--- config.mk ---
export PLATFORM = sky130hd
export DESIGN_NAME = divmod_seq
export DESIGN_NICKNAME = d
export VERILOG_FILES = /design/src/rtl/divmod_seq.sv
export SDC_FILE = /design/constraint.sdc
export NUM_CORES = 1
export LEC_CHECK = 0
export BUFFER_PORTS_ARGS = -buffer_cell sky130_fd_sc_hd__buf_2
export CORE_ASPECT_RATIO = 0.75
export CORE_MARGIN = 1.5
export CORE_UTILIZATION = 40
export DETAILED_ROUTE_END_ITERATION = 6
export PLACE_DENSITY_LB_ADDON = 0.12
export SYNTH_ARGS = -nofsm -noshare
export SYNTH_HDL_FRONTEND = slang
export SYNTH_SLANG_ARGS = --single-unit
--- constraint.sdc ---
create_clock -name clk -period 2.4 [get_ports clk]
set_clock_uncertainty 0.05 [all_clocks]
set_input_delay 0.48 -clock clk [delete_from_list [all_inputs] [get_ports clk]]
set_output_delay 0.48 -clock clk [all_outputs]
set_load 0.02 [all_outputs]
--- src/rtl/divmod_seq.sv ---
// divmod_seq: sequential unsigned restoring divider.
//
// Given dividend D and divisor S, it produces quotient Q and remainder R with
// D = Q*S + R and R < S. One quotient bit is resolved per clock, MSB first.
// Dividing by zero yields Q = all ones, R = D, div_by_zero = 1.
//
// Ports:
//   clk          rising-edge clock
//   rst          asynchronous, active-high reset
//   in_valid     dividend/divisor presented
//   in_ready     block is idle and can accept an operation
//   dividend     unsigned dividend D
//   divisor      unsigned divisor S
//   out_valid    result available (held until out_ready)
//   out_ready    consumer accepts result
//   quotient     Q, held after the output handshake
//   remainder    R, held after the output handshake
//   div_by_zero  set alongside the result when S == 0
//   busy         high while an operation is running or its result is pending
module divmod_seq #(
    parameter int WIDTH = 4
) (
    input  logic             clk,
    input  logic             rst,
    input  logic             in_valid,
    output logic             in_ready,
    input  logic [WIDTH-1:0] dividend,
    input  logic [WIDTH-1:0] divisor,
    output logic             out_valid,
    input  logic             out_ready,
    output logic [WIDTH-1:0] quotient,
    output logic [WIDTH-1:0] remainder,
    output logic             div_by_zero,
    output logic             busy
);

    localparam int CW = (WIDTH > 2) ? $clog2(WIDTH) : 1;

    localparam logic [1:0] IDLE = 2'd0;
    localparam logic [1:0] RUN  = 2'd1;
    localparam logic [1:0] DONE = 2'd2;

    localparam logic [CW-1:0] CNT_LAST = CW'(WIDTH - 1);
    localparam logic [CW-1:0] CNT_ONE  = CW'(1);
    localparam logic [CW-1:0] CNT_ZERO = CW'(0);

    logic [1:0]       state_r;
    logic [WIDTH-1:0] dvd_r;        // dividend, shifted left as bits are consumed
    logic [WIDTH-1:0] dvs_r;        // captured divisor
    logic [WIDTH:0]   rem_r;        // partial remainder (one guard bit)
    logic [WIDTH-1:0] quo_r;        // quotient bits collected so far
    logic [CW-1:0]    cnt_r;
    logic             out_valid_r;
    logic [WIDTH-1:0] quotient_r;
    logic [WIDTH-1:0] remainder_r;
    logic             div_by_zero_r;

    logic [WIDTH:0]   rem_shift_s;
    logic             rem_ge_s;
    logic [WIDTH:0]   rem_next_s;
    logic [WIDTH-1:0] quo_next_s;
    logic             rem_top_unused_s;

    // The partial remainder is always below S after a step, so its guard bit
    // never reaches the next shift; it only exists to make the compare safe.
    assign rem_top_unused_s = rem_r[WIDTH];

    assign in_ready    = (state_r == IDLE);
    assign busy        = !in_ready;
    assign out_valid   = out_valid_r;
    assign quotient    = quotient_r;
    assign remainder   = remainder_r;
    assign div_by_zero = div_by_zero_r;

    // One restoring step: shift in the next dividend bit, subtract if it fits.
    always_comb begin
        rem_shift_s = {rem_r[WIDTH-1:0], dvd_r[WIDTH-1]};
        rem_ge_s    = (rem_shift_s >= {1'b0, dvs_r});
        if (rem_ge_s) begin
            rem_next_s = rem_shift_s - {1'b0, dvs_r};
        end else begin
            rem_next_s = rem_shift_s;
        end
        quo_next_s = {quo_r[WIDTH-2:0], rem_ge_s};
    end

    // Control FSM and datapath registers.
    always_ff @(posedge clk or posedge rst) begin
        if (rst) begin
            state_r       <= IDLE;
            dvd_r         <= '0;
            dvs_r         <= '0;
            rem_r         <= '0;
            quo_r         <= '0;
            cnt_r         <= CNT_ZERO;
            out_valid_r   <= 1'b0;
            quotient_r    <= '0;
            remainder_r   <= '0;
            div_by_zero_r <= 1'b0;
        end else begin
            case (state_r)
                IDLE: begin
                    if (in_valid) begin
                        dvd_r <= dividend;
                        dvs_r <= divisor;
                        rem_r <= '0;
                        quo_r <= '0;
                        cnt_r <= CNT_LAST;
                        if (divisor != '0) begin
                            state_r <= RUN;
                        end else begin
                            state_r <= DONE;
                        end
                    end
                end
                RUN: begin
                    dvd_r <= {dvd_r[WIDTH-2:0], 1'b0};
                    rem_r <= rem_next_s;
                    quo_r <= quo_next_s;
                    if (cnt_r == CNT_ZERO) begin
                        state_r       <= DONE;
                        out_valid_r   <= 1'b1;
                        quotient_r    <= quo_next_s;
                        remainder_r   <= rem_next_s[WIDTH-1:0];
                        div_by_zero_r <= 1'b0;
                    end else begin
                        cnt_r <= cnt_r - CNT_ONE;
                    end
                end
                DONE: begin
                    if (out_valid_r) begin
                        if (out_ready) begin
                            out_valid_r <= 1'b0;
                            state_r     <= IDLE;
                        end
                    end else begin
                        // Only the divide-by-zero path enters DONE without a
                        // result; publish it one edge after the accept.
                        out_valid_r   <= 1'b1;
                        quotient_r    <= '1;
                        remainder_r   <= dvd_r;
                        div_by_zero_r <= 1'b1;
                    end
                end
                default: begin
                    state_r     <= IDLE;
                    out_valid_r <= 1'b0;
                end
            endcase
        end
    end

endmodule

==> results of run 1 <==
## cells by family after synthesis
| family | Yosys count | share of synthesized area [%] |
|---|---|---|
| AOI/OAI and AO/OA | 53 | 23.70 |
| and+or+nand+nor | 40 | 11.54 |
| DFF | 29 | 45.21 |
| buffers and inverters | 19 | 4.676 |
| muxes | 10 | 6.859 |
| adders and majority gates | 9 | 7.483 |
| xor gates and xnor gates | 1 | 0.5457 |
## worst reg2reg max path: cells and delay by family, from the launching register on
| family | cells | cell delay [ns] |
|---|---|---|
| AOI/OAI and AO/OA | 3 | 0.47 |
| adders and majority gates | 1 | 0.45 |
| buffers and inverters | 2 | 0.28 |
| DFF | 1 | 0.41 |
| and+or+nand+nor | 1 | 0.23 |
## state kept, by name (all words and copies together), names as in the netlist
name,count
out_valid,1
div_by_zero,1
dvs_r,4
state_r,2
remainder,4
dvd_r,4
cnt_r,2
quo_r,3
quotient,4
rem_r,4
## worst max-delay path by stage
stage | startpoint | end | slack (ns) | cells past startpoint
6_report | state_r[1]$_DFFE_PP0P_ | remainder[1]$_DFFE_PP0P_ | 0.43 | 7
5_1_grt | state_r[1]$_DFFE_PP0P_ | remainder[1]$_DFFE_PP0P_ | 0.24 | 7
3_3_place_gp | dvd_r[3]$_DFFE_PP0P_ | remainder[0]$_DFFE_PP0P_ | 0.52 | 7
4_1_cts | state_r[1]$_DFFE_PP0P_ | remainder[1]$_DFFE_PP0P_ | 0.44 | 7
3_5_place_dp | state_r[1]$_DFFE_PP0P_ | remainder[1]$_DFFE_PP0P_ | 0.47 | 7
2_1_floorplan | dvd_r[3]$_DFFE_PP0P_ | rem_r[0]$_DFFE_PP0P_ | 0.63 | 7
## layer usage
layer	part of all wire [%]	up-vias
li1	-	629
met1	51	630
met2	42	35
met3	5.5	4
met4	1.1	0
met5	0	-
## stage by stage
step / setup slack, ns / cells / total power [mW] / instance area, µm²
5_1_grt: 0.2351 / 241 / 3.092 / 1876
2_1_floorplan: 0.6272 / 161 / 2.052 / 1605
3_5_place_dp: 0.4738 / 234 / 2.465 / 1789
6_report: 0.4328 / 241 / 2.844 / 1876
4_1_cts: 0.4393 / 241 / 2.875 / 1876
3_3_place_gp: 0.5175 / 234 / 2.422 / 1789
## layout by cell type, fill, tap and decap left out, types with 2 or more instances in the layout
master,n
o21ai_2,3
o21ai_0,4
nand3_1,2
mux2i_1,5
dfrtp_1,29
buf_2,23
mux2_2,4
o22a_1,7
a22oi_1,5
nand2_1,18
o21ai_1,14
inv_1,13
a21oi_1,5
a22o_1,4
nor2_1,10
a32o_1,2
buf_4,4
nand2b_1,2
ha_1,8
clkbuf_8,6
## power breakdown
group	switching (mW)	internal, mW
clock	0.173	0.227
sequential	0.162	0.689
combinational	0.923	0.670
## area by class of cell
class | instances | area, µm² | area share, %
Sequential cell | 29 | 725.7 | 38.69
Tap cell | 52 | 65.06 | 3.469
Timing Repair Buffer | 27 | 145.1 | 7.738
Multi-Input combinational cell | 113 | 804.5 | 42.90
Inverter | 13 | 48.80 | 2.602
Clock buffer | 7 | 86.33 | 4.603
==> flow_metrics.env, run 1 <==
export IMPL_status="completed"
export IMPL_final_antenna_net_count=0
export IMPL_grt_max_degree=30
export IMPL_synth_edf_count=0
export IMPL_die_width_um=76.15
export IMPL_nNetsFinal=210
export IMPL_antenna_found_initial=0
export IMPL_path_buf_inv=2
export IMPL_worst_slew_pin_slew_ns=0.4971
export IMPL_cp_slowest_cell="ha_1"
export IMPL_fin_hold_ws_ns=0.2202
export IMPL_grt_pass1_vias=1227
export IMPL_numCtsBuffers=5
export IMPL_cts_root_buf="clkbuf_8"
export IMPL_rows=19
export IMPL_ios=24
export IMPL_die_h_um=57.87
export IMPL_p_leak_nw=0.8742
export IMPL_h_tree_depth=2
export IMPL_clk_latency_ns=0.27
export IMPL_coreArea_mm2=0.003756
export IMPL_synth_distinct_cells=40
export IMPL_syn_avg_cell_area_um2=9.971
export IMPL_slew_headroom_pct=66.86
export IMPL_clock_path_buffers=2
export IMPL_cts_tree="built"
export IMPL_gr_usage_met2_pct=27.16
export IMPL_finalHoldViolations=0
export IMPL_drv_max_cap_violation_count=0
export IMPL_critical_path_class="reg2reg"
export IMPL_end_kind="register"
export IMPL_finalSetupViolations=0
export IMPL_synth_seq_cells=29
export IMPL_fillers=383
export IMPL_grt_pass1_wl_um=6203
export IMPL_start_kind="register"
export IMPL_ctsHoldBuffers=0
export IMPL_die_area_mm2=0.004406
export IMPL_ff2ff_path_depth=7
export IMPL_crit_chain="inv_1 -> ha_1 -> nor2b_1 -> buf_4 -> o21bai_1 -> a22oi_1 -> o21ai_1"
export IMPL_port_buffers=23
export IMPL_dpl_hpwl_um=2691
export IMPL_rsz0062_at_grt="false"
export IMPL_critPathRequiredTime_ns=2.54
export IMPL_fin_crit_ns=1.967
export IMPL_drt_total_wl_um=3574
export IMPL_routabilityCongestion=0.7520
export IMPL_ys_top_cells_by_count="29 x dfrtp_1, 18 x nand2_1, 14 x o21ai_1"
export IMPL_syn_num_nets=182
export IMPL_first_pass_iters=4
export IMPL_post_route_util_pct=49.93
export IMPL_post_cts_buffers=0
export IMPL_track_usage_pct=18.30
export IMPL_fin_tns_setup_ns=0
export IMPL_path_delay_family="compound AO/OA/AOI/OAI gates"
export IMPL_yosysMostFrequentCell="dfrtp_1"
export IMPL_r2r_start="state_r[1]$_DFFE_PP0P_"
export IMPL_r2r_end="remainder[1]$_DFFE_PP0P_"
export IMPL_worstPathMaxFanout=14
export IMPL_syn_cell_area_mm2=0.001605
export IMPL_routedWlPerCell_um=14.83
export IMPL_ys_async_sr_fraction_pct=100.0
export IMPL_ir_worst_vdd_uv=672.6
export IMPL_slew_violations=0
export IMPL_arrival_ns=2.11
export IMPL_yosys_top_cells_area="dfrtp_1 45%, ha_1 6.2%, o21ai_1 4.4%"
export IMPL_top_usage_layer="met2"
export IMPL_grt_use_met1_pct=26.40
export IMPL_grt_ovfl_total=0
export IMPL_drtIter0Drc=71
export IMPL_ys_seq_area_share_pct=45.21
export IMPL_synth_ff_type="dfrtp_1"
export IMPL_fmax_ghz=0.5083
export IMPL_initial_core_util_pct=42.74
export IMPL_synthCells=161
export IMPL_synthToLayoutAreaGrowth_pct=16.84
export IMPL_numClockSinks=29
export IMPL_vias=1298
export IMPL_ys_warn_count=0
export IMPL_power_density_mw_per_mm2=1516
export IMPL_fin_crit_sh_pct=81.97
export IMPL_hold_path_class="in2async"
export IMPL_cts_resized=0
export IMPL_viasPerCell=5.386
export IMPL_layout_drive_gt1_share_pct=23.81
export IMPL_cpPeakStageDelay_ns=0.45
export IMPL_synthDominantCellAreaShare_pct=45.21
export IMPL_drc=0
export IMPL_yosysTopAreaCell="dfrtp_1"
export IMPL_n_antenna_cell=0
export IMPL_r2r_setup_slack_ns=0.43
export IMPL_met3_usage_pct=4.882
export IMPL_path_clk_slew_ns=0.06
Note: power is estimated with default switching activity, not from simulation.
==> run 2: changes to the inputs <==
--- a/config.mk
+++ b/config.mk
@@ -5,6 +5,7 @@
 export SDC_FILE = /design/constraint.sdc
 export NUM_CORES = 1
 export LEC_CHECK = 0
+export ABC_AREA = 1
 export BUFFER_PORTS_ARGS = -buffer_cell sky130_fd_sc_hd__buf_2
 export CORE_ASPECT_RATIO = 0.75
 export CORE_MARGIN = 1.5
==> constraint.sdc (replaced) <==
create_clock -name clk -period 1.9 [get_ports clk]
set_clock_uncertainty 0.05 [all_clocks]
set_input_delay 0.38 -clock clk [delete_from_list [all_inputs] [get_ports clk]]
set_output_delay 0.38 -clock clk [all_outputs]
set_load 0.02 [all_outputs]
==> run 2 against run 1 <==
Against the previous run: synthesized area is 2.8% lower; register-to-register slack worse by 0.29 ns; global-route usage decreased by 0.64 points; clock power rose by 39%; sequential power up 16%; count of clock-buffer cells in the layout is the same; power up 16%; critical path depth fell by 3.
==> flow_metrics.env, run 2 <==
export IMPL_multi_input_area_um2=706.9
export IMPL_n_antenna_cell=0
export IMPL_clock_path_buffers=2
export IMPL_status="completed"
export IMPL_grt_max_degree=30
export IMPL_synthToLayoutAreaGrowth_pct=18.28
export IMPL_ys_seq_area_share_pct=46.51
export IMPL_end_kind="output pin"
export IMPL_syn_num_nets=203
export IMPL_coreArea_mm2=0.003709
export IMPL_ir_worst_vdd_uv=808.6
export IMPL_arrival_ns=1.34
export IMPL_layout_commonest_cell="nand2_1"
export IMPL_post_route_util_pct=49.76
export IMPL_initial_core_util_pct=42.07
export IMPL_grt_pass1_vias=1251
export IMPL_critical_path_class="reg2out"
export IMPL_fmax_ghz=0.5649
export IMPL_p_leak_nw=0.9820
export IMPL_ys_warn_count=0
export IMPL_seq_area_um2=725.7
export IMPL_synth_seq_cells=29
export IMPL_layout_drive_gt1_share_pct=23.94
export IMPL_drtIter0Drc=107
export IMPL_die_width_um=75.12
export IMPL_finalHoldViolations=0
export IMPL_grt_ovfl_total=0
export IMPL_die_h_um=57.09
export IMPL_ys_async_sr_fraction_pct=100.0
export IMPL_fin_tns_setup_ns=0
export IMPL_routabilityCongestion=0.8713
export IMPL_synth_edf_count=0
export IMPL_nNetsFinal=233
export IMPL_yosysTopAreaCell="dfrtp_1"
export IMPL_cts_tree="built"
export IMPL_path_clk_slew_ns=0.06
export IMPL_numClockSinks=29
export IMPL_cts_root_buf="clkbuf_8"
export IMPL_worst_slew_pin_slew_ns=0.4618
export IMPL_yosys_top_cells_area="dfrtp_1 47%, nand2_1 12%, ha_1 6.4%"
export IMPL_power_density_mw_per_mm2=1784
export IMPL_vias=1279
export IMPL_critPathRequiredTime_ns=1.47
export IMPL_grt_pass1_wl_um=5644
export IMPL_syn_avg_cell_area_um2=8.573
export IMPL_ctsHoldBuffers=0
export IMPL_port_buffers=23
export IMPL_numCtsBuffers=5
export IMPL_first_pass_iters=4
export IMPL_start_kind="register"
export IMPL_ff2ff_path_depth=9
export IMPL_worstPathMaxFanout=6
export IMPL_clk_latency_ns=0.28
export IMPL_ys_top_cells_by_count="49 x nand2_1, 29 x dfrtp_1, 24 x inv_1"
export IMPL_fillers=378
export IMPL_track_usage_pct=17.66
export IMPL_fin_hold_ws_ns=0.1044
export IMPL_fin_crit_sh_pct=93.17
export IMPL_dpl_hpwl_um=2425
export IMPL_drc=0
export IMPL_slew_violations=0
export IMPL_final_antenna_net_count=0
export IMPL_synth_distinct_cells=28
export IMPL_finalSetupViolations=0
export IMPL_rsz0062_at_grt="false"
export IMPL_antenna_found_initial=0
export IMPL_syn_cell_area_mm2=0.001560
export IMPL_rows=19
export IMPL_slew_headroom_pct=68.93
export IMPL_r2r_end="remainder[1]$_DFFE_PP0P_"
export IMPL_r2r_setup_slack_ns=0.14
export IMPL_r2r_start="rem_r[1]$_DFFE_PP0P_"
export IMPL_synth_ff_type="dfrtp_1"
export IMPL_drv_max_cap_violation_count=0
export IMPL_synthCells=182
export IMPL_synthDominantCellAreaShare_pct=46.51
export IMPL_die_area_mm2=0.004288
export IMPL_layout_common_cells="49 x nand2_1, 29 x dfrtp_1, 24 x inv_1"
export IMPL_fin_crit_ns=1.770
export IMPL_h_tree_depth=2
export IMPL_routedWlPerCell_um=11.84
export IMPL_drt_total_wl_um=3138
export IMPL_ios=24
export IMPL_yosysMostFrequentCell="nand2_1"
export IMPL_startpoint="state_r[0]$_DFFE_PP0P_"
export IMPL_hold_path_class="in2async"
export IMPL_viasPerCell=4.826
-- run 2: worst max path at each step --
stage | to | slack [ns] | depth (start not counted)
floorplan | quo_r[0]$_DFFE_PP0P_ | 0.31 | 7
global placement | remainder[1]$_DFFE_PP0P_ | 0.18 | 9
detailed placement | rem_r[3]$_DFFE_PP0P_ | 0.09 | 7
CTS | rem_r[3]$_DFFE_PP0P_ | 0.07 | 7
global route | remainder[2]$_DFFE_PP0P_ | 0.004 | 9
finish | busy | 0.13 | 4
-- run 2: kinds of logic after synthesis --
kind of cell	after synthesis	share of synthesized area (%)
simple gates	80	23.58
compound gates	31	12.27
buf+inv	31	8.661
flops	29	46.51
fa+ha+maj	9	7.699
xor+xnor	1	0.5614
mux	1	0.7217
-- run 2: critical path, cell delays in order (launching register included) --
cell     delay [ns]
dfrtp_1        0.38
inv_1          0.11
ha_1           0.34
inv_2          0.07
buf_2          0.16
-- run 2: cell type report --
class | count | share of cell area, %
Sequential cell | 29 | 39.32
Multi-Input combinational cell | 122 | 38.31
Inverter | 29 | 6.305
Clock buffer | 7 | 5.220
Clock inverter | 1 | 0.2712
Tap cell | 52 | 3.525
Timing Repair Buffer | 25 | 7.051
-- run 2: routing by layer --
| layer | routed length (µm) | share of wire, % | vias to the layer above | GRT usage, % |
|---|---|---|---|---|
| met2 | 1392 | 44 | 32 | 24.78 |
| met4 | 36 | 1.1 | 0 | 7.013 |
| met3 | 166 | 5.3 | 5 | 4.770 |
| met1 | 1543 | 49 | 601 | 25.73 |
| met5 | 0 | 0 | - | 0 |
| li1 | - | - | 641 | - |
-- run 2: what timing repair did --
item / 4_1_cts / 5_1_grt
resized for setup: 0 / 1
setup endpoints to repair: 0 / 5
buffers inserted: 0 / 0
-- run 2: per-stage QoR --
step           cell area [µm²]  total power, mW  instances  worst slack [ns]
6_report                  1846            3.293        265            0.1297
5_1_grt                   1846            3.627        265          0.003907
4_1_cts                   1838            3.316        265           0.07284
2_1_floorplan             1560            2.345        182            0.3103
3_3_place_gp              1737            2.709        257            0.1844
3_5_place_dp              1737            2.739        257           0.08712
-- run 2: power breakdown --
part,total (mW),leakage (nW),internal [mW],switching (mW)
logic,1.75,0.578,0.614,1.14
clock network,0.555,0.0542,0.327,0.228
registers,0.988,0.349,0.875,0.113
